==> src/rtl/deal_pkg.sv <==
// Shared types and default constants for the dealer stage and its bitmap.
package deal_pkg;

  localparam int N_DEF       = 3;
  localparam int STIR_DEF    = 5;
  localparam int MAX_TRY_DEF = 64;
  localparam int TW_DEF      = 7;

  typedef enum logic [2:0] {
    S_IDLE  = 3'd0,
    S_REQ   = 3'd1,
    S_STIR  = 3'd2,
    S_WAIT  = 3'd3,
    S_CHECK = 3'd4,
    S_DONE  = 3'd5
  } state_e;

endpackage

==> src/rtl/deal_used_map.sv <==
// One flag per reachable value: clear-all, set-one, combinational read-one.
module deal_used_map #(
  parameter int N = 3
) (
  input  logic         i_Clk,
  input  logic         i_Rst,
  input  logic         i_fClr,
  input  logic         i_fSet,
  input  logic [N-1:0] i_SetIdx,
  input  logic [N-1:0] i_RdIdx,
  output logic         o_fUsed
);

  logic [2**N-1:0] used_q;
  logic [2**N-1:0] used_d;

  for (genvar gi = 0; gi < 2**N; gi++) begin : g_bit
    assign used_d[gi] = i_fClr ? 1'b0
                      : (used_q[gi] | (i_fSet && (i_SetIdx == N'(gi))));
  end

  always_ff @(posedge i_Clk) begin
    if (!i_Rst) used_q <= '0;
    else        used_q <= used_d;
  end

  assign o_fUsed = used_q[i_RdIdx];

endmodule

==> src/rtl/deal_ctrl.sv <==
// Draw-without-replacement dealer: drives the generator's shuffle/stop
// handshake and streams i_Count distinct values below i_Max.
module deal_ctrl
  import deal_pkg::*;
#(
  parameter int N       = N_DEF,
  parameter int STIR    = STIR_DEF,
  parameter int MAX_TRY = MAX_TRY_DEF,
  parameter int TW      = TW_DEF
) (
  input  logic         i_Clk,
  input  logic         i_Rst,
  input  logic         i_fStart,
  input  logic [N-1:0] i_Max,
  input  logic [N-1:0] i_Count,
  output logic         o_fShuffle,
  output logic         o_fStop,
  input  logic         i_fRdy,
  input  logic [N-1:0] i_Num,
  output logic         o_fVld,
  output logic [N-1:0] o_Val,
  output logic         o_fBusy,
  output logic         o_fDone,
  output logic         o_fErr
);

  state_e        state_q, state_d;
  logic [7:0]    stir_q, stir_d;
  logic [N-1:0]  max_q, max_d;
  logic [N-1:0]  cnt_q, cnt_d;
  logic [N-1:0]  num_q, num_d;
  logic [N-1:0]  deal_q, deal_d;
  logic [N-1:0]  val_q, val_d;
  logic [TW-1:0] try_q, try_d;
  logic          err_q, err_d;
  logic          map_clr, map_set, num_used;
  logic [N-1:0]  deal_inc;
  logic [TW-1:0] try_inc;

  assign deal_inc = deal_q + N'(1);
  assign try_inc  = try_q + TW'(1);

  deal_used_map #(.N(N)) u_used_map (
    .i_Clk    (i_Clk),
    .i_Rst    (i_Rst),
    .i_fClr   (map_clr),
    .i_fSet   (map_set),
    .i_SetIdx (num_q),
    .i_RdIdx  (num_q),
    .o_fUsed  (num_used)
  );

  always_ff @(posedge i_Clk) begin
    if (!i_Rst) begin
      state_q <= S_IDLE;
      stir_q  <= '0;
      max_q   <= '0;
      cnt_q   <= '0;
      num_q   <= '0;
      deal_q  <= '0;
      val_q   <= '0;
      try_q   <= '0;
      err_q   <= 1'b0;
    end else begin
      state_q <= state_d;
      stir_q  <= stir_d;
      max_q   <= max_d;
      cnt_q   <= cnt_d;
      num_q   <= num_d;
      deal_q  <= deal_d;
      val_q   <= val_d;
      try_q   <= try_d;
      err_q   <= err_d;
    end
  end

  always_comb begin
    state_d    = state_q;
    stir_d     = stir_q;
    max_d      = max_q;
    cnt_d      = cnt_q;
    num_d      = num_q;
    deal_d     = deal_q;
    val_d      = val_q;
    try_d      = try_q;
    err_d      = err_q;
    map_clr    = 1'b0;
    map_set    = 1'b0;
    o_fShuffle = 1'b0;
    o_fStop    = 1'b0;
    o_fVld     = 1'b0;
    case (state_q)
      S_IDLE, S_DONE: begin
        if (i_fStart) begin
          max_d   = i_Max;
          cnt_d   = i_Count;
          deal_d  = '0;
          try_d   = '0;
          err_d   = 1'b0;
          map_clr = 1'b1;
          state_d = (i_Count == '0) ? S_DONE : S_REQ;
        end
      end
      S_REQ: begin
        o_fShuffle = 1'b1;
        stir_d     = 8'(STIR - 1);
        state_d    = S_STIR;
      end
      S_STIR: begin
        if (stir_q == '0) begin
          o_fStop = 1'b1;
          state_d = S_WAIT;
        end else begin
          stir_d = stir_q - 8'd1;
        end
      end
      S_WAIT: begin
        if (i_fRdy) begin
          num_d   = i_Num;
          state_d = S_CHECK;
        end
      end
      S_CHECK: begin
        if ((num_q < max_q) && !num_used) begin
          o_fVld  = 1'b1;
          map_set = 1'b1;
          val_d   = num_q;
          deal_d  = deal_inc;
          try_d   = '0;
          state_d = (deal_inc == cnt_q) ? S_DONE : S_REQ;
        end else begin
          try_d = try_inc;
          // A count the generator cannot satisfy also ends here.
          if (try_inc == TW'(MAX_TRY)) begin
            err_d   = 1'b1;
            state_d = S_DONE;
          end else begin
            state_d = S_REQ;
          end
        end
      end
      default: state_d = S_IDLE;
    endcase
  end

  // The value is visible in the same cycle as its o_fVld pulse.
  assign o_Val   = o_fVld ? num_q : val_q;
  assign o_fBusy = (state_q != S_IDLE) && (state_q != S_DONE);
  assign o_fDone = (state_q == S_DONE);
  assign o_fErr  = err_q;

endmodule

==> config.mk <==
export PLATFORM = sky130hd
export DESIGN_NAME = deal_ctrl
export DESIGN_NICKNAME = d
export VERILOG_FILES = /design/src/rtl/deal_pkg.sv /design/src/rtl/deal_used_map.sv /design/src/rtl/deal_ctrl.sv
export SDC_FILE = /design/constraint.sdc
export NUM_CORES = 1
export LEC_CHECK = 0
export CAP_MARGIN = 20
export CORE_MARGIN = 2
export CORE_UTILIZATION = 59
export CTS_CLUSTER_SIZE = 14
export DETAILED_ROUTE_END_ITERATION = 7
export DONT_BUFFER_PORTS = 1
export PLACE_DENSITY = 0.75
export SLEW_MARGIN = 10
export SYNTH_ARGS = -nofsm -noshare
export SYNTH_HDL_FRONTEND = slang
export SYNTH_SLANG_ARGS = --single-unit
==> constraint.sdc <==
create_clock -name i_Clk -period 2.95 [get_ports i_Clk]
set_clock_uncertainty 0.15 [all_clocks]
set_input_delay 0.59 -clock i_Clk [delete_from_list [all_inputs] [get_ports i_Clk]]
set_output_delay 0.59 -clock i_Clk [all_outputs]
set_load 0.005 [all_outputs]
==> summary.md, run 1 <==
| Metric | Value |
|---|---|
| Least-Margin Pin Slew | 0.734 ns |
| WL final | ~4200 µm |
| CTS tree | built |
| Critical path depth | 4 |
| Vias in the first global route | ~1500 |
| Buffers on Ports | 0 |
| Final setup TNS | 0 ns |
| Post-synthesis register bit count | 42 |
| Chip width | 65.3 µm |
| Std cell rows | 22 |
| Area grow syn2layout | 5.70% |
| Top delay family on crit path | multiplexers |
| Worst slew margin | 50.8% |
| Global-route wire length before repair | 6920 µm |
| DRC viols | 0 |
| Die ar. | 4260 µm² |
| Tightest Hold Check Type | in -> reg |
| Max Clk Rate | 369 MHz |
| Final setup vio count | 0 |
| Clock Tree Root | clkbuf_8 |
| Share of the synthesized area in the top cell type | 37.9% |
| Worst VDD drop | 0.370 mV |
| Clock sink count | 42 |
| R2R setup slack | ~0.81 ns |
| Fin area | 2340 µm² |
| WS Path Type | reg -> out |
| Worst setup path start | num_q[2] |
| Unrepaired setup endpoints after global routing | false |
| Number of H-tree levels | 2 |
| Synth cell types | 45 |
| Detailed placement HPWL | 2870 µm |
| Critical Path Fanout Max | 8 |
| P_int | 1.16 mW |
| Post-Syn Instances | 250 |
| Pwr Density | 782 nW/µm² |
| Clock power share | 23.5% |
| TritonCTS Buffers | 5 |
| Mean number of vias per cell | about 5.7 |
| Clock Latency Late Sink | 0.30 ns |
| Initial core utilization | 61.0% |
| Post-DP Area | 2230 µm² |
| Die Y | 65.3 µm |
| Antenna Cells | 0 |
| GRT Residual Overflow | 0 |
| Fillers | 316 |
| EDFF count, synth | 0 |
| Worst Path Required | 2.21 ns |
| Yosys top cell by area | dfxtp_1 |
| First DRT Iteration DRCs | 77 |
| Hold wc startpoint | i_Rst |
| Post-layout min period | roughly 2.7 ns |
| Fin nets | 266 |
| Worst-path clk slew | approximately 0.08 ns |
| DRT Pass-1 Iters | 4 |
| CTS Hold Bufs | 0 |
| Capture point of the worst path | o_Val[0] |
| Top Ports | 22 |
| Post-synth top cells | dfxtp_1, nor2_1, nor2b_1 |
| Switching pwr | 672 µW |
| Worst r2r src | num_q[2] |
| Period utilization | 91.8% |
| Core area | 3630 µm² |
| Max Slew Vio Count | 0 |
| ANT nets after route | 0 |
| Status | finished clean |
| Ys Warns | 0 |
| Max incr delay on CP | 0.47 ns |
| Fin. Hold Viols | 0 |
| Max Root-Sink Buffers | 2 |
| Worst r2r dst | deal_q[1] |
| Sw Share | 36.7% |
| Worst path slowest cell | dfxtp_1 |
| Initial antenna violation count | 0 |
| Largest net degree at the start of global routing | 35 |
| Worst R2R Path Depth | 6 |
| Post-synth ARST share | 0% |
| Max Cap Viol | 0 |
| Layout cell share with drive strength beyond 1 | 8.47% |
| Comb pwr share | around 36% |
| Sequential area share after synthesis | 37.9% |
| Synth top area cells | dfxtp_1, mux2i_1, nor2b_1 |
| Synthesized area | approximately 2200 µm² |
| Syn_nets | 269 |
| Primary FF master, synth | dfxtp_1 |
| Routed len/inst | roughly 14 µm |
| Total number of vias | 1693 |
| Seq pwr share | ~40% |
| Critical path, cell by cell | inv_1, mux4_2, o2111a_1, mux2_4 |
| WP data arrival | 1.97 ns |
| Average size of a mapped cell | around 9 µm² |
| Crit path launch type | flop |
| Count leader, synth | dfxtp_1 |
| Leak | 0.886 nW |
| Setup crit end kind | output pin |
| Placer Congestion | between 0.7 and 0.8 |
| WP buf/inv | 1 |
| Global Route Usage Sum | 21.3% |
## final cells by class
| class | count | area [µm²] | share of cell area [%] |
|---|---|---|---|
| multi-input cells | 185 | 1270 | 54.2 |
| inverters | 10 | 37.5 | 1.60 |
| clock buffers | 8 | 110 | 4.70 |
| flip-flops and latches | 42 | 842 | 36.0 |
| repair buffers | 3 | 22.5 | 0.962 |
| well taps | 48 | 60.1 | 2.56 |
## state kept, by name, summed over array words and instances, names as in the netlist
register           count
stir_q                 8
u_used_map.used_q      8
try_q                  7
cnt_q                  3
deal_q                 3
max_q                  3
num_q                  3
state_q                3
val_q                  3
o_fErr                 1
## worst min-delay path by stage
| stage | end | slack [ns] | cells past startpoint |
|---|---|---|---|
| finish | stir_q[2] | 0.27 | 1 |
| global route | stir_q[2] | 0.24 | 1 |
| CTS | stir_q[2] | 0.25 | 1 |
| detailed placement | u_used_map.used_q[2] | 0.31 | 2 |
| global placement | u_used_map.used_q[1] | 0.31 | 2 |
| floorplan | u_used_map.used_q[0] | 0.29 | 2 |
## layout by cell type, fill, tap and decap left out, types with 2 or more instances in the layout
master,instances
o21a_1,3
a31oi_1,9
nand3b_1,2
a41oi_1,2
nor3_1,6
nor2_1,22
dfxtp_1,41
nand4_1,2
nand2b_1,6
xnor2_1,6
clkbuf_8,8
o211ai_1,12
buf_4,3
inv_1,10
xor2_1,4
and3_1,2
mux2i_1,15
nor2b_1,20
nand3_1,4
ha_1,6
nand2_1,17
nor3b_1,4
mux2_4,3
a21oi_1,3
o21ai_0,9
a21boi_0,7
or3_1,2
and2_1,4
## power groups by stage
stage	clock network [mW]	logic (mW)	registers [mW]
after floorplan	0	0.575	0.707
after global placement	0	0.659	0.744
after detailed placement	0	0.662	0.745
after CTS	0.442	0.666	0.733
after global routing	0.470	0.729	0.748
final	0.430	0.666	0.735
## cell families (layout without fill, tap and decap cells)
group	after synthesis	in the layout	share of synthesized area, %
AO/OA/AOI/OAI	53	53	16.9
XOR/XNOR	10	10	3.95
adder cells (fa/ha/maj)	6	6	3.39
buffers and inverters	23	21	4.74
flip-flops	42	42	37.9
multiplexers	19	19	9.82
AND/OR/NAND/NOR	97	97	23.3
## repair_timing
action,4_1_cts,5_1_grt
resized for setup,0,1
setup endpoints to repair,0,3
setup buffers,0,0
## routing by layer
| layer | GRT usage [%] | part of all wire [%] | routed length [µm] |
|---|---|---|---|
| met5 | 0 | 0 | 0 |
| met3 | 7.71 | 4.5 | 186 |
| met4 | 7.03 | 1.2 | 50 |
| met2 | 32.8 | 44 | 1820 |
| met1 | 27.8 | 50 | 2100 |
## stage by stage
step                power [mW]  hold WS, ns  std cells  utilization (%)  setup slack (ns)
finish                    1.83        0.265        296             64.5             0.241
global route              1.95        0.245        296             64.5             0.134
CTS                       1.84        0.249        296             64.4            0.0881
detailed placement        1.41        0.314        288             61.4             0.424
global placement          1.40        0.309        288             61.4             0.450
floorplan                 1.28        0.286        250                -             0.585
No activity file was read; power rests on OpenSTA's default activity.
==> run 2: changes to the inputs <==
==> constraint.sdc (replaced) <==
create_clock -name i_Clk -period 2.95 [get_ports i_Clk]
set_clock_uncertainty 0.15 [all_clocks]
set_input_delay 0.59 -clock i_Clk [delete_from_list [all_inputs] [get_ports i_Clk]]
set_output_delay 0.59 -clock i_Clk [all_outputs]
set_load 0.02 [all_outputs]
==> run 2 against run 1 <==
Net effect:
- global-route usage rose by 0.37 points
- first-iteration DRC count decreased by 19%
- die area did not move
- total power up 0.41%
- combinational power increased by 12%
- largest cell class unchanged
- sequential share of layout area shrank 0.057 points
==> summary.md, run 2 (synthesized netlist as in run 1, its figures left out) <==
| Metric | Value |
|---|---|
| Core area | 3630 µm² (unchanged) |
| Max Slew Vio Count | 0 (unchanged) |
| Global Route Usage Sum | 21.7% (+0.37 points) |
| Fin. Hold Viols | 0 (unchanged) |
| Initial antenna violation count | 0 (unchanged) |
| Crit path launch type | flop |
| Clock Latency Late Sink | 0.30 ns (about the same) |
| Worst r2r src | num_q[2] |
| Hold wc startpoint | i_Rst |
| Worst Path Required | 2.21 ns (about the same) |
| First DRT Iteration DRCs | 62 (-19%) |
| Period utilization | 94.3% (+2.5 points) |
| WP data arrival | 2.04 ns (+0.07 ns) |
| Design Power | 1.84 mW (+0.41%) |
| Pwr Density | 784 nW/µm² (+0.25%) |
| Biggest regs | stir_q: 8 flops, u_used_map.used_q: 8 flops, try_q: 7 flops |
| Final setup TNS | 0 ns (unchanged) |
| Placed cells | 291 (+1.0%) |
| Die ar. | 4260 µm² (unchanged) |
| Mean number of vias per cell | 5.67 (-0.83%) |
| Detailed placement HPWL | 2980 µm (+4.1%) |
| Buffers on Ports | 0 (unchanged) |
| Die Y | 65.3 µm (unchanged) |
| DRT Pass-1 Iters | 4 (unchanged) |
| Worst setup path start | num_q[2] |
| Total number of vias | 1696 (+0.18%) |
| Leak | 0.888 nW (+0.24%) |
| Most common library cell in the layout ignoring fill and taps | dfxtp_1 |
| Post-layout min period | 2.78 ns (+0.0726 ns) |
| Top Ports | 22 (unchanged) |
| Worst R2R Path Depth | 5 (-1) |
| Area grow syn2layout | 5.87% |
| R2R setup slack | 0.79 ns (-0.02 ns) |
| DRC viols | 0 (unchanged) |
| Initial core utilization | 61.0% (unchanged) |
| Fin area | 2350 µm² (+0.16%) |
| Critical Path Fanout Max | 8 (unchanged) |
| Max Clk Rate | 359 MHz (-2.6%) |
| Worst slew margin | 50.4% (-0.41 points) |
| Layout cell share with drive strength beyond 1 | 9.96% (+1.5 points) |
| Worst-path clk slew | 0.08 ns (about the same) |
| Tightest Hold Check Type | in -> reg |
| Fin cells | 299 (+1.0%) |
| Final setup vio count | 0 (unchanged) |
| Post-DP Area | 2250 µm² (+1.0%) |
| WS Path Type | reg -> out |
| Most frequent cells in the layout | dfxtp_1, nor2_1, nor2b_1, nand2_1, mux2i_1 |
| CTS Hold Bufs | 0 (unchanged) |
| Vias in the first global route | 1537 (+1.3%) |
| Number of H-tree levels | 2 (unchanged) |
| Hold Path Sink | state_q[0] |
| Largest net degree at the start of global routing | 35 (unchanged) |
| GRT Residual Overflow | 0 (unchanged) |
| Placer Congestion | 0.825 (+5.0%) |
| Least-Margin Pin Slew | 0.740 ns (+0.00612 ns) |
| Status | finished clean |
| Chip width | 65.3 µm (unchanged) |
| Max Root-Sink Buffers | 2 (unchanged) |
| ANT nets after route | 0 (unchanged) |
| Worst VDD drop | 0.419 mV (+13%) |
| Worst r2r dst | val_q[1] |
| Max Cap Viol | 0 (unchanged) |
| Clock sink count | 42 (unchanged) |
| Setup crit end kind | output pin |
| Antenna Cells | 0 (unchanged) |
| Hold Crit Depth | 1 (unchanged) |
| Unrepaired setup endpoints after global routing | false |
| CTS tree | built |
| WL final | 4250 µm (+2.1%) |
| Fin nets | 269 (+1.1%) |
| Std cell rows | 22 (unchanged) |
| Routed len/inst | 14.2 µm (+1.1%) |
| Global-route wire length before repair | 7020 µm (+1.4%) |
| Clock Tree Root | clkbuf_8 |
| TritonCTS Buffers | 5 (unchanged) |
==> run 2: cell types whose count changed in the layout (fill, tap and decap cells not counted), sizes merged <==
cell / delta
buf: +3
clkbuf: -3
clkinv: +2
clkinvlp: +1
==> run 2: area by class of cell <==
| class | instances | area, µm² |
|---|---|---|
| tap | 48 | 60.1 |
| fill | 321 | 1290 |
| inverter | 10 | 37.5 |
| multi-input combinational | 185 | 1270 |
| clock inverter | 3 | 21.3 |
| sequential | 42 | 842 |
| clock buffer | 5 | 68.8 |
| timing repair buffer | 6 | 45.0 |
==> run 2: how the worst max path moves through the flow <==
stage / end / cells past startpoint
after floorplan: o_Val[0] / 6
after global placement: o_Val[2] / 4
after detailed placement: o_Val[2] / 4
after CTS: o_Val[2] / 4
after global routing: o_Val[2] / 4
final: o_Val[2] / 4
==> run 2: critical path, cell delays in order, from the launching register on <==
cell and delay, ns:
dfxtp_1 0.47, inv_1 0.15, mux4_2 0.37, o2111a_2 0.37, mux2_4 0.38
==> run 2: timing repair <==
action / 4_1_cts / 5_1_grt
setup buffers: 0 / 0
resized for setup: 1 / 1
cloned: 0 / 0
setup endpoints to repair: 3 / 3
==> run 2: layer usage <==
| layer | vias up | track usage (%) | wire length [µm] |
|---|---|---|---|
| li1 | 881 | - | - |
| met1 | 788 | 28.1 | 2120 |
| met2 | 23 | 34.3 | 1920 |
| met3 | 4 | 5.31 | 137 |
| met4 | 0 | 9.38 | 70 |
| met5 | - | 0 | 0 |
==> run 2: through the flow <==
stage / hold slack [ns] / setup WS [ns] / utilization, %
finish: 0.264 / 0.168 / 64.6
global route: 0.248 / 0.0646 / 64.6
CTS: 0.253 / 0.0220 / 64.5
detailed placement: 0.306 / 0.253 / 62.0
global placement: 0.305 / 0.304 / 62.0
floorplan: 0.286 / 0.552 / -
==> run 2: report_power, final <==
group | internal, mW | switching (mW) | leakage, nW
Sequential | 0.646 | 0.0765 | 0.341
Clock | 0.166 | 0.204 | 0.0441
Combinational | 0.310 | 0.435 | 0.503
==> run 3: changes to the inputs <==
--- a/config.mk
+++ b/config.mk
@@ -15,4 +15,5 @@
 export SLEW_MARGIN = 10
 export SYNTH_ARGS = -nofsm -noshare
 export SYNTH_HDL_FRONTEND = slang
+export SYNTH_HIERARCHICAL = 1
 export SYNTH_SLANG_ARGS = --single-unit
==> run 3 against run 2 <==
Net effect:
- the flow now finishes with violations (negative setup slack)
- combinational power down 66%
- critical path depth up 2
- hold slack worse by 0.056 ns
- die area down 3.8%
- cell area down 1.2%
- total power down 36%
- global-route usage up 0.41 points
- flip-flop and latch count unchanged
- utilization up 3.8 points
- sequential power down 14%
- register-to-register slack worse by 0.64 ns
- synthesized cell count down 3.6%
==> summary.md, run 3 <==
| Metric | Value |
|---|---|
| CTS Hold Bufs | 0 (unchanged) |
| Unrepaired setup endpoints after global routing | true |
| Sequential area share after synthesis | 39.5% (+1.6 points) |
| Most frequent cells in the layout | dfxtp_1, nor2_1, a21oi_1, inv_1 |
| Routed len/inst | 13.8 µm (-3.1%) |
| Yosys top cell by area | dfxtp_1 |
| Initial antenna violation count | 0 (unchanged) |
| Worst hold slack | 0.208 ns (-0.0557 ns) |
| Vias in the first global route | 1595 (+3.8%) |
| Chip width | 64.0 µm (-1.9%) |
| Clock Tree Root | clkbuf_4 |
| Core area | 3390 µm² (-6.7%) |
| Fin nets | 269 (unchanged) |
| Clock sink count | 42 (unchanged) |
| Worst R2R Path Depth | 9 (+4) |
| Violated checks | negative setup slack |
| WL final | 4090 µm (-3.7%) |
| Initial core utilization | 62.8% (+1.8 points) |
| Max incr delay on CP | 0.49 ns (+0.02 ns) |
| R2R setup slack | 0.15 ns (-0.64 ns) |
| Primary FF master, synth | dfxtp_1 |
| Top delay family on crit path | multiplexers |
| Fin. Hold Viols | 0 (unchanged) |
| Std cell rows | 21 (-4.5%) |
| Synth cell types | 45 (unchanged) |
| Clock power share | 25.2% (+5.1 points) |
| TritonCTS Buffers | 5 (unchanged) |
| Post-Syn Instances | 241 (-3.6%) |
| Global-route wire length before repair | 7200 µm (+2.6%) |
| EDFF count, synth | 0 (unchanged) |
| WS Path Type | reg -> out |
| Post-synth ARST share | 0% (unchanged) |
| Status | finished, violations left |
| Worst setup path start | num_q[0] |
| Fin area | 2320 µm² (-1.2%) |
| ANT nets after route | 0 (unchanged) |
| Biggest regs | stir_q: 8 flops, u_used_map/used_q: 8 flops, try_q: 7 flops |
| Capture point of the worst path | o_Val[1] |
| Detailed placement HPWL | 2890 µm (-3.2%) |
| Worst slew margin | 50.1% (-0.31 points) |
| Fin cells | 297 (-0.67%) |
| Placement Setup Slack | 0.0700 ns (-0.183 ns) |
| Post-layout min period | 3.16 ns (+0.375 ns) |
| Die Y | 64.0 µm (-1.9%) |
| Worst VDD drop | 0.372 mV (-11%) |
| Antenna Cells | 0 (unchanged) |
| Area of the multi-input gates | 1200 µm² (-5.9%) |
| Mean number of vias per cell | 5.69 (+0.32%) |
| Post-synth top cells | dfxtp_1, nor2_1, a21oi_1 |
| Layout cell share with drive strength beyond 1 | 15.1% (+5.2 points) |
| Placed cells | 285 (-2.1%) |
| Worst r2r src | num_q[0] |
| Final setup vio count | 4 (+4) |
| Tightest Hold Check Type | in -> reg |
| Leak | 0.903 nW (+1.6%) |
| DRC viols | 0 (unchanged) |
| Crit path launch type | flop |
| WP buf/inv | 0 (-1) |
| Average size of a mapped cell | 8.83 µm² (-0.42%) |
| Fillers | 267 (-17%) |
| Critical path depth | 6 (+2) |
| Count leader, synth | dfxtp_1 |
| Largest net degree at the start of global routing | 24 (-31%) |
| Most used cell, CP | mux2_4 |
| FF/Latch Area | 846 µm² (+0.45%) |
| DRT Pass-1 Iters | 4 (unchanged) |
| Seq pwr share | 53.0% (+14 points) |
| Worst path slowest cell | mux4_2 |
| Synth top area cells | dfxtp_1, a21oi_1, nor2_1 |
| Buffers on Ports | 0 (unchanged) |
| Area grow syn2layout | 8.94% |
| Share of the synthesized area in the top cell type | 39.5% (+1.6 points) |
| WP data arrival | 2.42 ns (+0.38 ns) |
| Worst-path clk slew | 0.12 ns (+0.04 ns) |
| Clock Latency Late Sink | 0.34 ns (+0.04 ns) |
| Max Clk Rate | 317 MHz (-12%) |
| Final setup TNS | -0.757 ns (-0.757 ns) |
| Met2 Routed Length | 1950 µm (+1.7%) |
| Max Cap Viol | 0 (unchanged) |
| Most common library cell in the layout ignoring fill and taps | dfxtp_1 |
| Top Ports | 22 (unchanged) |
| Design Power | 1.18 mW (-36%) |
| Die ar. | 4100 µm² (-3.8%) |
| Comb pwr share | 21.7% (-19 points) |
| Pwr Density | 508 nW/µm² (-35%) |
| Max Used Layer | met4 |
| Post-layout util | 68.4% (+3.8 points) |
| GRT Residual Overflow | 0 (unchanged) |
| Critical Path Fanout Max | 4 (-4) |
| Placer Congestion | 0.800 (-3.1%) |
| Worst Path Required | 2.21 ns (about the same) |
| P_int | 817 µW (-27%) |
| Routed wl met3 | 181 µm (+32%) |
| Hold wc startpoint | i_Rst |
| Global Route Usage Sum | 22.1% (+0.41 points) |
| Ys Warns | 6 (+6) |
| Synthesized area | 2130 µm² (-4.0%) |
| Max Root-Sink Buffers | 2 (unchanged) |
| Setup ws final | -0.207 ns (-0.375 ns) |
| Sw Share | 30.6% (-8.3 points) |
| Post-DP Area | 2210 µm² (-1.7%) |
| Period utilization | 107% (+13 points) |
| First DRT Iteration DRCs | 143 (+130%) |
| Number of H-tree levels | 2 (unchanged) |
| Setup crit end kind | output pin |
| Max Slew Vio Count | 0 (unchanged) |
| Syn_nets | 260 (-3.3%) |
| Critical path, cell by cell | mux4_2, mux2_4, a211o_1, a31oi_4, nand2_4, mux2_4 |
| WL met1 | 1920 µm (-9.3%) |
| Worst r2r dst | u_used_map/used_q[0] |
| Switching pwr | 361 µW (-50%) |
| Total number of vias | 1690 (-0.35%) |
| CTS tree | built |
| Post-synthesis register bit count | 42 (unchanged) |
| Least-Margin Pin Slew | 0.747 ns (+0.00710 ns) |
[run 3: cell count changes in the layout (fill, tap and decap cells not counted), sizes merged, moves of 10 or more]
cell,change
nor2b,-19
o211ai,-12
a21oi,+20
inv,+10
[run 3: routing by layer]
layer / global-route usage (%) / up-vias
met5: 0 / -
li1: - / 865
met1: 29.6 / 788
met3: 4.75 / 5
met4: 5.71 / 0
met2: 36.1 / 32
[run 3: logic make-up (layout without fill, tap and decap cells)]
kind of cell | Yosys count | count (layout) | share of synthesized area [%]
DFF | 42 | 42 | 39.5
and+or+nand+nor | 86 | 86 | 22.4
AOI/OAI and AO/OA | 50 | 50 | 14.9
xor gates and xnor gates | 12 | 12 | 4.94
muxes | 16 | 16 | 9.53
adders and majority gates | 6 | 6 | 3.53
buffers and inverters | 29 | 39 | 5.18
[run 3: area by class of cell]
type | instances | area share (%)
Tap cell | 46 | 2.48
Timing Repair Buffer | 10 | 3.24
Clock buffer | 7 | 2.38
Inverter | 21 | 3.56
Multi-Input combinational cell | 170 | 51.6
Clock inverter | 1 | 0.216
Sequential cell | 42 | 36.5
[run 3: power groups by stage]
stage | clock network [mW] | registers (mW) | logic (mW)
4_1_cts | 0.307 | 0.624 | 0.252
3_3_place_gp | 0 | 0.638 | 0.239
3_5_place_dp | 0 | 0.638 | 0.243
5_1_grt | 0.328 | 0.631 | 0.286
6_report | 0.297 | 0.625 | 0.256
2_1_floorplan | 0 | 0.622 | 0.208
[run 3: timing repair]
action / CTS / global route
setup buffers: 3 / 1
endpoints found under the setup margin: 4 / 6
pin swaps: 1 / 1
resized for setup: 7 / 1
[run 3: worst reg2reg max path: stages (launching register included)]
cell and delay [ns]:
dfxtp_4 0.38, mux4_2 0.49, mux2_4 0.29, a211o_1 0.26, a31oi_4 0.19, nand2_4 0.10, buf_4 0.18, clkinvlp_4 0.12
or4b_1 0.44, a21oi_1 0.15
[run 3: how the worst min path moves through the flow]
stage                      endpoint  slack (ns)  depth (start not counted)
4_1_cts                    val_q[1]        0.20                          1
3_3_place_gp   u_used_map/used_q[3]        0.28                          2
5_1_grt                    val_q[1]        0.19                          1
6_report                   val_q[1]        0.21                          1
3_5_place_dp   u_used_map/used_q[2]        0.28                          2
2_1_floorplan  u_used_map/used_q[1]        0.27                          2
